File: src/rtl/rc_charge_timer.sv
// rc_charge_timer
// Drives an RC load and measures how long the comparator takes to rise.
// Each measurement discharges the node, then charges it. It counts charge
// cycles until the deglitched comparator goes high.
//
// Ports:
//   clk        clock
//   rst        synchronous reset, active-high
//   start      one-cycle request to run a measurement (ignored unless idle)
//   cmp_in     asynchronous comparator output (high: vout above threshold)
//   drive_out  RC supply drive, 1 = charge, 0 = discharge
//   busy       measurement in progress
//   done       one-cycle pulse, result valid
//   count      charge cycles measured, held until the next done
//   timeout    last measurement reached MAX_COUNT, held until next start
//   stuck      comparator high at end of discharge, held until next start
//
// state      | meaning
// -----------+-----------------------------------------------------------
// IDLE       | node discharged, waiting for start
// DISCHARGE  | settle timer running with drive low, stuck check on expiry
// CHARGE     | drive high, chg_cnt counting, waiting for deglitched crossing
// DONE       | single cycle with done high, then back to IDLE
module rc_charge_timer #(
   parameter int CNT_W         = 16,
   parameter int SETTLE_CYCLES = 64,
   parameter int DEGLITCH      = 2,
   parameter int MAX_COUNT     = 65535
) (
   input  logic             clk,
   input  logic             rst,
   input  logic             start,
   input  logic             cmp_in,
   output logic             drive_out,
   output logic             busy,
   output logic             done,
   output logic [CNT_W-1:0] count,
   output logic             timeout,
   output logic             stuck
);

   localparam int SET_W = (SETTLE_CYCLES > 1) ? $clog2(SETTLE_CYCLES) : 1;

   typedef enum logic [1:0] {S_IDLE, S_DISCHARGE, S_CHARGE, S_DONE} state_t;

   state_t             state_q, state_d;
   logic               sync1_q, sync2_q;
   logic [SET_W-1:0]   settle_q, settle_d;
   logic [CNT_W-1:0]   chg_cnt_q, chg_cnt_d;
   logic [3:0]         hi_run_q, hi_run_d;
   logic               drive_q, drive_d;
   logic               busy_q, busy_d;
   logic               done_q, done_d;
   logic [CNT_W-1:0]   count_q, count_d;
   logic               timeout_q, timeout_d;
   logic               stuck_q, stuck_d;
   logic               crossing;

   // Settle timer counts down from SETTLE_CYCLES-1, so the last discharge
   // cycle is the one where it reads zero.
   always_comb begin
      state_d   = state_q;
      settle_d  = settle_q;
      chg_cnt_d = chg_cnt_q;
      hi_run_d  = hi_run_q;
      drive_d   = drive_q;
      busy_d    = busy_q;
      done_d    = 1'b0;
      count_d   = count_q;
      timeout_d = timeout_q;
      stuck_d   = stuck_q;
      crossing  = sync2_q && (hi_run_q == 4'(DEGLITCH - 1));

      unique case (state_q)
         S_IDLE: begin
            if (start) begin
               state_d   = S_DISCHARGE;
               busy_d    = 1'b1;
               timeout_d = 1'b0;
               stuck_d   = 1'b0;
               settle_d  = SET_W'(SETTLE_CYCLES - 1);
            end
         end
         S_DISCHARGE: begin
            if (settle_q == '0) begin
               if (sync2_q) begin
                  // Comparator never dropped: report without charging.
                  state_d = S_IDLE;
                  stuck_d = 1'b1;
                  count_d = '0;
                  done_d  = 1'b1;
                  busy_d  = 1'b0;
               end else begin
                  state_d   = S_CHARGE;
                  drive_d   = 1'b1;
                  chg_cnt_d = '0;
                  hi_run_d  = '0;
               end
            end else begin
               settle_d = settle_q - 1'b1;
            end
         end
         S_CHARGE: begin
            if (!sync2_q)
               hi_run_d = '0;
            else if (hi_run_q != 4'hF)
               hi_run_d = hi_run_q + 1'b1;

            // Crossing is tested first so it wins over a same-cycle timeout.
            if (crossing || (chg_cnt_q == CNT_W'(MAX_COUNT))) begin
               state_d   = S_DONE;
               count_d   = chg_cnt_q;
               timeout_d = !crossing;
               done_d    = 1'b1;
               busy_d    = 1'b0;
               drive_d   = 1'b0;
            end else begin
               chg_cnt_d = chg_cnt_q + 1'b1;
            end
         end
         S_DONE: begin
            state_d = S_IDLE;
         end
         default: state_d = S_IDLE;
      endcase
   end

   always_ff @(posedge clk) begin
      if (rst) begin
         state_q   <= S_IDLE;
         sync1_q   <= 1'b0;
         sync2_q   <= 1'b0;
         settle_q  <= '0;
         chg_cnt_q <= '0;
         hi_run_q  <= '0;
         drive_q   <= 1'b0;
         busy_q    <= 1'b0;
         done_q    <= 1'b0;
         count_q   <= '0;
         timeout_q <= 1'b0;
         stuck_q   <= 1'b0;
      end else begin
         state_q   <= state_d;
         sync1_q   <= cmp_in;
         sync2_q   <= sync1_q;
         settle_q  <= settle_d;
         chg_cnt_q <= chg_cnt_d;
         hi_run_q  <= hi_run_d;
         drive_q   <= drive_d;
         busy_q    <= busy_d;
         done_q    <= done_d;
         count_q   <= count_d;
         timeout_q <= timeout_d;
         stuck_q   <= stuck_d;
      end
   end

   assign drive_out = drive_q;
   assign busy      = busy_q;
   assign done      = done_q;
   assign count     = count_q;
   assign timeout   = timeout_q;
   assign stuck     = stuck_q;

endmodule

File: config.mk
export PLATFORM = sky130hd
export DESIGN_NAME = rc_charge_timer
export DESIGN_NICKNAME = d
export VERILOG_FILES = /design/src/rtl/rc_charge_timer.sv
export SDC_FILE = /design/constraint.sdc
export NUM_CORES = 1
export LEC_CHECK = 0
export ABC_AREA = 1
export BUFFER_PORTS_ARGS = -buffer_cell sky130_fd_sc_hd__buf_2
export CORE_ASPECT_RATIO = 1.75
export CORE_MARGIN = 10
export CORE_UTILIZATION = 50
export DETAILED_ROUTE_END_ITERATION = 8
export PLACE_DENSITY = 0.69
export SLEW_MARGIN = 20
export SYNTH_ARGS = -nofsm -noshare
export SYNTH_HDL_FRONTEND = slang
export SYNTH_SLANG_ARGS = --single-unit
File: constraint.sdc
create_clock -name clk -period 3 [get_ports clk]
set_input_delay 0.15 -clock clk [delete_from_list [all_inputs] [get_ports clk]]
set_output_delay 0.15 -clock clk [all_outputs]
set_load 0.01 [all_outputs]
==> results of run 1 <==
==> path summary, 6_finish.rpt <==
kind | slack (ns) | from | depth (start not counted) | to
max reg2reg | 0.64 | chg_cnt_q[0] | 8 | count[4]
max | 0.64 | chg_cnt_q[0] | 8 | count[4]
min reg2reg | 0.41 | sync1_q | 2 | sync2_q
min | 0.04 | cmp_in | 3 | sync1_q
==> layer usage <==
metal	routed length (microns)	track usage	vias up	share of wire
met4	233	0.07339	0	0.035
met5	0	0	-	0
met1	2536	0.1369	1182	0.38
met3	330	0.03513	18	0.050
met2	3530	0.2823	56	0.53
li1	-	-	1357	-
==> power breakdown <==
part / leakage (nW) / internal [mW] / total, mW / switching [mW]
clock network: 0.0515 / 0.211 / 0.432 / 0.222
registers: 0.416 / 0.806 / 0.882 / 0.0750
logic: 0.721 / 0.384 / 1.16 / 0.780
==> state kept, by name, summed over array words and instances (netlist names), named ones only <==
signal / count
count: 16
state_q: 1
busy: 1
chg_cnt_q: 16
settle_q: 6
timeout: 1
drive_out: 1
sync1_q: 1
hi_run_q: 4
done: 1
sync2_q: 1
stuck: 1
==> worst max-delay path: cells and delay by family (launching register included) <==
kind,cells,cell delay [ns]
simple gates,5,0.98
compound gates,2,0.56
flops,1,0.46
fa+ha+maj,1,0.23
==> kinds of logic after synthesis <==
logic type                 count (synthesis)
AOI/OAI and AO/OA                         65
xor gates and xnor gates                   4
adders and majority gates                 10
buffers and inverters                     64
DFF                                       51
and+or+nand+nor                          216
==> cell usage in the layout, fill, tap and decap left out <==
cell	instances
nor3_1	6
nand3_1	24
nor4_1	2
nor2_4	2
a22oi_2	10
xor2_1	3
buf_4	2
nor2_2	1
o31ai_1	1
clkinv_1	1
inv_1	51
nand2_4	3
o21ai_2	1
a21oi_2	2
o21bai_1	5
buf_2	24
a21oi_1	30
nor3b_1	2
nand4_1	8
nand2_1	107
clkbuf_8	7
dfxtp_1	51
ha_1	10
nor2_1	52
nand2_2	7
nand3_4	1
or2_2	1
o21ai_1	1
o21ai_0	9
xnor2_1	1
clkbuf_1	1
a22oi_1	6
==> stage by stage <==
step	setup WS, ns	area [sq um]
final	0.6411	3103
after global routing	0.4557	3103
after CTS	0.6207	3103
after detailed placement	0.6370	3003
after global placement	0.7418	3003
after floorplan	1.277	2853
==> layout make-up <==
type	instances	share of cell area
Sequential cell	51	0.3290
Inverter	52	0.06290
Timing Repair Buffer	26	0.04355
Multi-Input combinational cell	295	0.5016
Clock buffer	8	0.03226
Tap cell	76	0.03065
==> impl_metrics.tcl, run 1 <==
set metrics [dict create \
    remaining_drc_errors 0 \
    hp-class "in2reg" \
    worstSkewPairLatency_ns 0.31 \
    antenna_cells 0 \
    synth-main-ff-cell "dfxtp_1" \
    synthSimpleGateAreaFrac 0.3346 \
    synth_area_sq_um 2853 \
    fp.dieW_microns 77.10 \
    skew_ns 0.005745 \
    synth_edf_count 0 \
    yosysMostFrequentCell "nand2_1" \
    power_mw 2.477 \
    rows 36 \
    placed_cells 500 \
    cts.root.buffer_cell "clkbuf_8" \
    area_growth_pct 8.772 \
    place.gp.congestion 0.8815 \
    portBuffers 24 \
    synth_cells 410 \
    die_y_microns 119.9 \
    synthMuxAreaShare 0 \
    p_per_area_nw_per_um2 798.4 \
    p_leak_nw 1.189 \
    syn-num-nets 424 \
    seq_area_frac_synth 0.3579 \
    synth_top_family_by_area "simple AND/OR/NAND/NOR gates" \
    setup_viol 0 \
    synth_top_cell_area_share 0.3579 \
    dr.first_iter.drc_count 150 \
    rsz0062_at_grt "no" \
    final_hold_viol_count 0 \
    grt.overflow.total 0 \
    start_util 0.5149 \
    endpoint_kind "register" \
    relSlewSlack 0.5995 \
    wl_microns 6631 \
    num_vias 2613 \
    grt_max_degree 32 \
    hpwlAfterDp_microns 5022 \
    critPathKind "reg2reg" \
    clock-sinks 51 \
    avgViaCountPerCell 5.144 \
    critical_path.max_fanout 17 \
    synth-adder-area-share 0.04386 \
    syn_avg_cell_area_sq_um 6.958 \
    cp-start-kind "register" \
    cp_slowest_cell "dfxtp_1" \
    clkSlewWorstSetupHoldPaths_ns 0.09 \
    slew_violations 0 \
    final_nets 445 \
    ir_drop_v 0.0004621 \
    cts_buffers 5 \
    tightest_slew_ns 0.6007 \
    post-route-period-util 0.7863 \
    post_cts_resized 0 \
    holdBufCountCts 0 \
    cp_slowest_stage_delay_ns 0.46 \
    drt_first_pass_iters 4 \
    grt_usage 0.1458 \
    drive_gt1_frac 0.1412 \
    setup_tns_ns 0 \
    layout_min_cycle_time_ns 2.359 \
    die_area_sq_um 9246 \
    regArea_sq_um 1021 \
    cp_cell_sequence "ha_1 -> nand2_2 -> nor2_4 -> nand2_2 -> o21ai_2 -> nand3_4 -> nand2_4 -> a22oi_1" \
    async_reset_ff_frac 0 \
    holdWs_ns 0.03671 \
    grt_pass1_wl_microns 11310 \
    cts_tree "built" \
    final_core_util 0.5601 \
    htree_num_levels 2 \
    ant_nets 0 \
    multi_input_area_sq_um 1556 \
    core_sq_um 5540 \
    cpMostUsedCell "nand2_2" \
    yosysWarnings 0 \
    status "finished clean" \
    antenna_found_initial 0 \
    grt_pass1_vias 2544 \
    critPathRequiredTime_ns 3.19 \
    fillerInstances 562 \
    synth_xor_area_frac 0.01228 \
    io_pins 25 \
    synth_compound_area_frac 0.1548 \
    arrival_ns 2.55 \
    yosysUniqueCellTypes 33 \
    yosys_register_bits 51 \
    synth_area_leaders "dfxtp_1, nand2_1, nor2_1" \
    synth_common_cells "nand2_1, nor2_1, dfxtp_1, inv_1, a21oi_1" \
    clockBufferDepth 2 \
    post_cts_buffers 0 \
    avgRoutedWirePerCell_microns 13.05 \
    fmax_ghz 0.4239 \
    yosys.area.top_type "dfxtp_1" \
    max-cap-violations 0 \
    fin_cells 508 \
]
Note: power is estimated with default switching activity, not from simulation.
==> run 2, diff against run 1 <==
- clock period: 3 -> 2.4 ns (I/O delays scaled with it)
==> run 2 against run 1 <==
Global-route usage rose by 0.20 points. Wire length rose by 0.87%. Register-to-register slack got worse by 0.42 ns. Die area did not move. Critical path type unchanged. Core utilization rose by 0.32 points.
==> impl_metrics.tcl, run 2 (synthesized netlist as in run 1, its figures left out) <==
set metrics [dict create \
    regArea_sq_um 1021 \
    antenna_found_initial 0 \
    skew_ns 0.007172 \
    die_area_sq_um 9246 \
    setup_viol 0 \
    arrival_ns 2.35 \
    final_cell_mix "nand2_1, nor2_1, inv_1, dfxtp_1, a21oi_1" \
    switching_power_mw 1.344 \
    antenna_cells 0 \
    setup_tns_ns 0 \
    grt_pass1_wl_microns 11550 \
    drive_gt1_frac 0.1494 \
    final_hold_viol_count 0 \
    area_growth_pct 9.386 \
    drt_first_pass_iters 4 \
    fp.dieW_microns 77.10 \
    io_pins 25 \
    clock-sinks 51 \
    remaining_drc_errors 0 \
    status "finished clean" \
    relSlewSlack 0.3542 \
    holdBufCountCts 0 \
    clockPowerShare 0.161 \
    multi_input_area_sq_um 1556 \
    max-cap-violations 0 \
    p_per_area_nw_per_um2 984.8 \
    dr.first_iter.drc_count 175 \
    p_leak_nw 1.204 \
    avgRoutedWirePerCell_microns 13.09 \
    layout_setup_ws_ns 0.2211 \
    post_cts_buffers 0 \
    fillerInstances 576 \
    post-route-period-util 0.9079 \
    avgViaCountPerCell 5.141 \
    layout_min_cycle_time_ns 2.179 \
    die_y_microns 119.9 \
    cts_buffers 5 \
    power_frac_comb 0.481 \
    grt_max_degree 32 \
    cp-start-kind "register" \
    pre_cts_ws_ns 0.2268 \
    tightest_slew_ns 0.9652 \
    critPathRequiredTime_ns 2.58 \
    rows 36 \
    grt_usage 0.1478 \
    htree_num_levels 2 \
    start_util 0.5149 \
    hp-class "in2reg" \
    core_sq_um 5540 \
    grt_pass1_vias 2564 \
    internal_power_mw 1.729 \
    layout_commonest_cell "nand2_1" \
    pwr-share-seq 0.358 \
    cts.root.buffer_cell "clkbuf_8" \
    slew_violations 0 \
    critical_path.max_fanout 17 \
    final_nets 449 \
    ant_nets 0 \
    cts_tree "built" \
    worstSkewPairLatency_ns 0.30 \
    endpoint_kind "register" \
    clkSlewWorstSetupHoldPaths_ns 0.09 \
    grt.overflow.total 0 \
    ir_drop_v 0.0006593 \
    num_vias 2627 \
    hpwlAfterDp_microns 5226 \
    post_cts_resized 0 \
    fmax_ghz 0.4589 \
    critPathKind "reg2reg" \
    clockBufferDepth 2 \
    portBuffers 24 \
    rsz0062_at_grt "no" \
    power.switching_fraction 0.4373 \
    wl_microns 6689 \
    place.gp.congestion 0.9312 \
]
run 2: worst paths after layout:
kind	depth (start not counted)	startpoint	slack, ns	to
worst min register to register	2	sync1_q	0.41	sync2_q
worst max register to register	8	chg_cnt_q[0]	0.22	count[7]
worst min-delay path	3	cmp_in	0.01	sync1_q
worst max-delay path	8	chg_cnt_q[0]	0.22	count[7]
run 2: stage by stage:
stage | instances | util | power [mW] | hold WS, ns | area (sq um)
global route | 511 | 0.5632 | 3.334 | 0.05536 | 3120
finish | 511 | 0.5632 | 3.073 | 0.01482 | 3120
detailed placement | 504 | 0.5474 | 2.614 | 0.3316 | 3033
CTS | 511 | 0.5632 | 3.111 | 0.01056 | 3120
floorplan | 410 | - | 2.292 | 0.2270 | 2853
global placement | 504 | 0.5474 | 2.581 | 0.3177 | 3033
run 2: cell type report:
cell class | instances | area share
tap | 76 | 0.03047
sequential | 51 | 0.3272
inverter | 52 | 0.06255
clock buffer | 6 | 0.02646
timing repair buffer | 30 | 0.05293
clock inverter | 1 | 0.001604
multi-input combinational | 295 | 0.4988
run 2: power by group through the flow:
| stage | sequential (mW) | clock, mW | combinational, mW |
|---|---|---|---|
| after floorplan | 1.14 | 0 | 1.15 |
| after global placement | 1.12 | 0 | 1.47 |
| after detailed placement | 1.12 | 0 | 1.49 |
| after CTS | 1.10 | 0.512 | 1.49 |
| after global routing | 1.13 | 0.527 | 1.68 |
| final | 1.10 | 0.494 | 1.48 |
run 2: critical path, cell delays in order (launching register included):
cell and delay (ns):
dfxtp_1 0.46, ha_1 0.23, nand2_2 0.09, nor2_4 0.13, nand2_2 0.09, o21ai_2 0.32
nand3_4 0.32, nand2_4 0.31, a22oi_1 0.11
run 2: layer usage:
metal	wire (microns)	global-route usage
met1	2506	0.1355
met3	275	0.03139
met2	3687	0.2966
met4	219	0.06651
met5	0	0
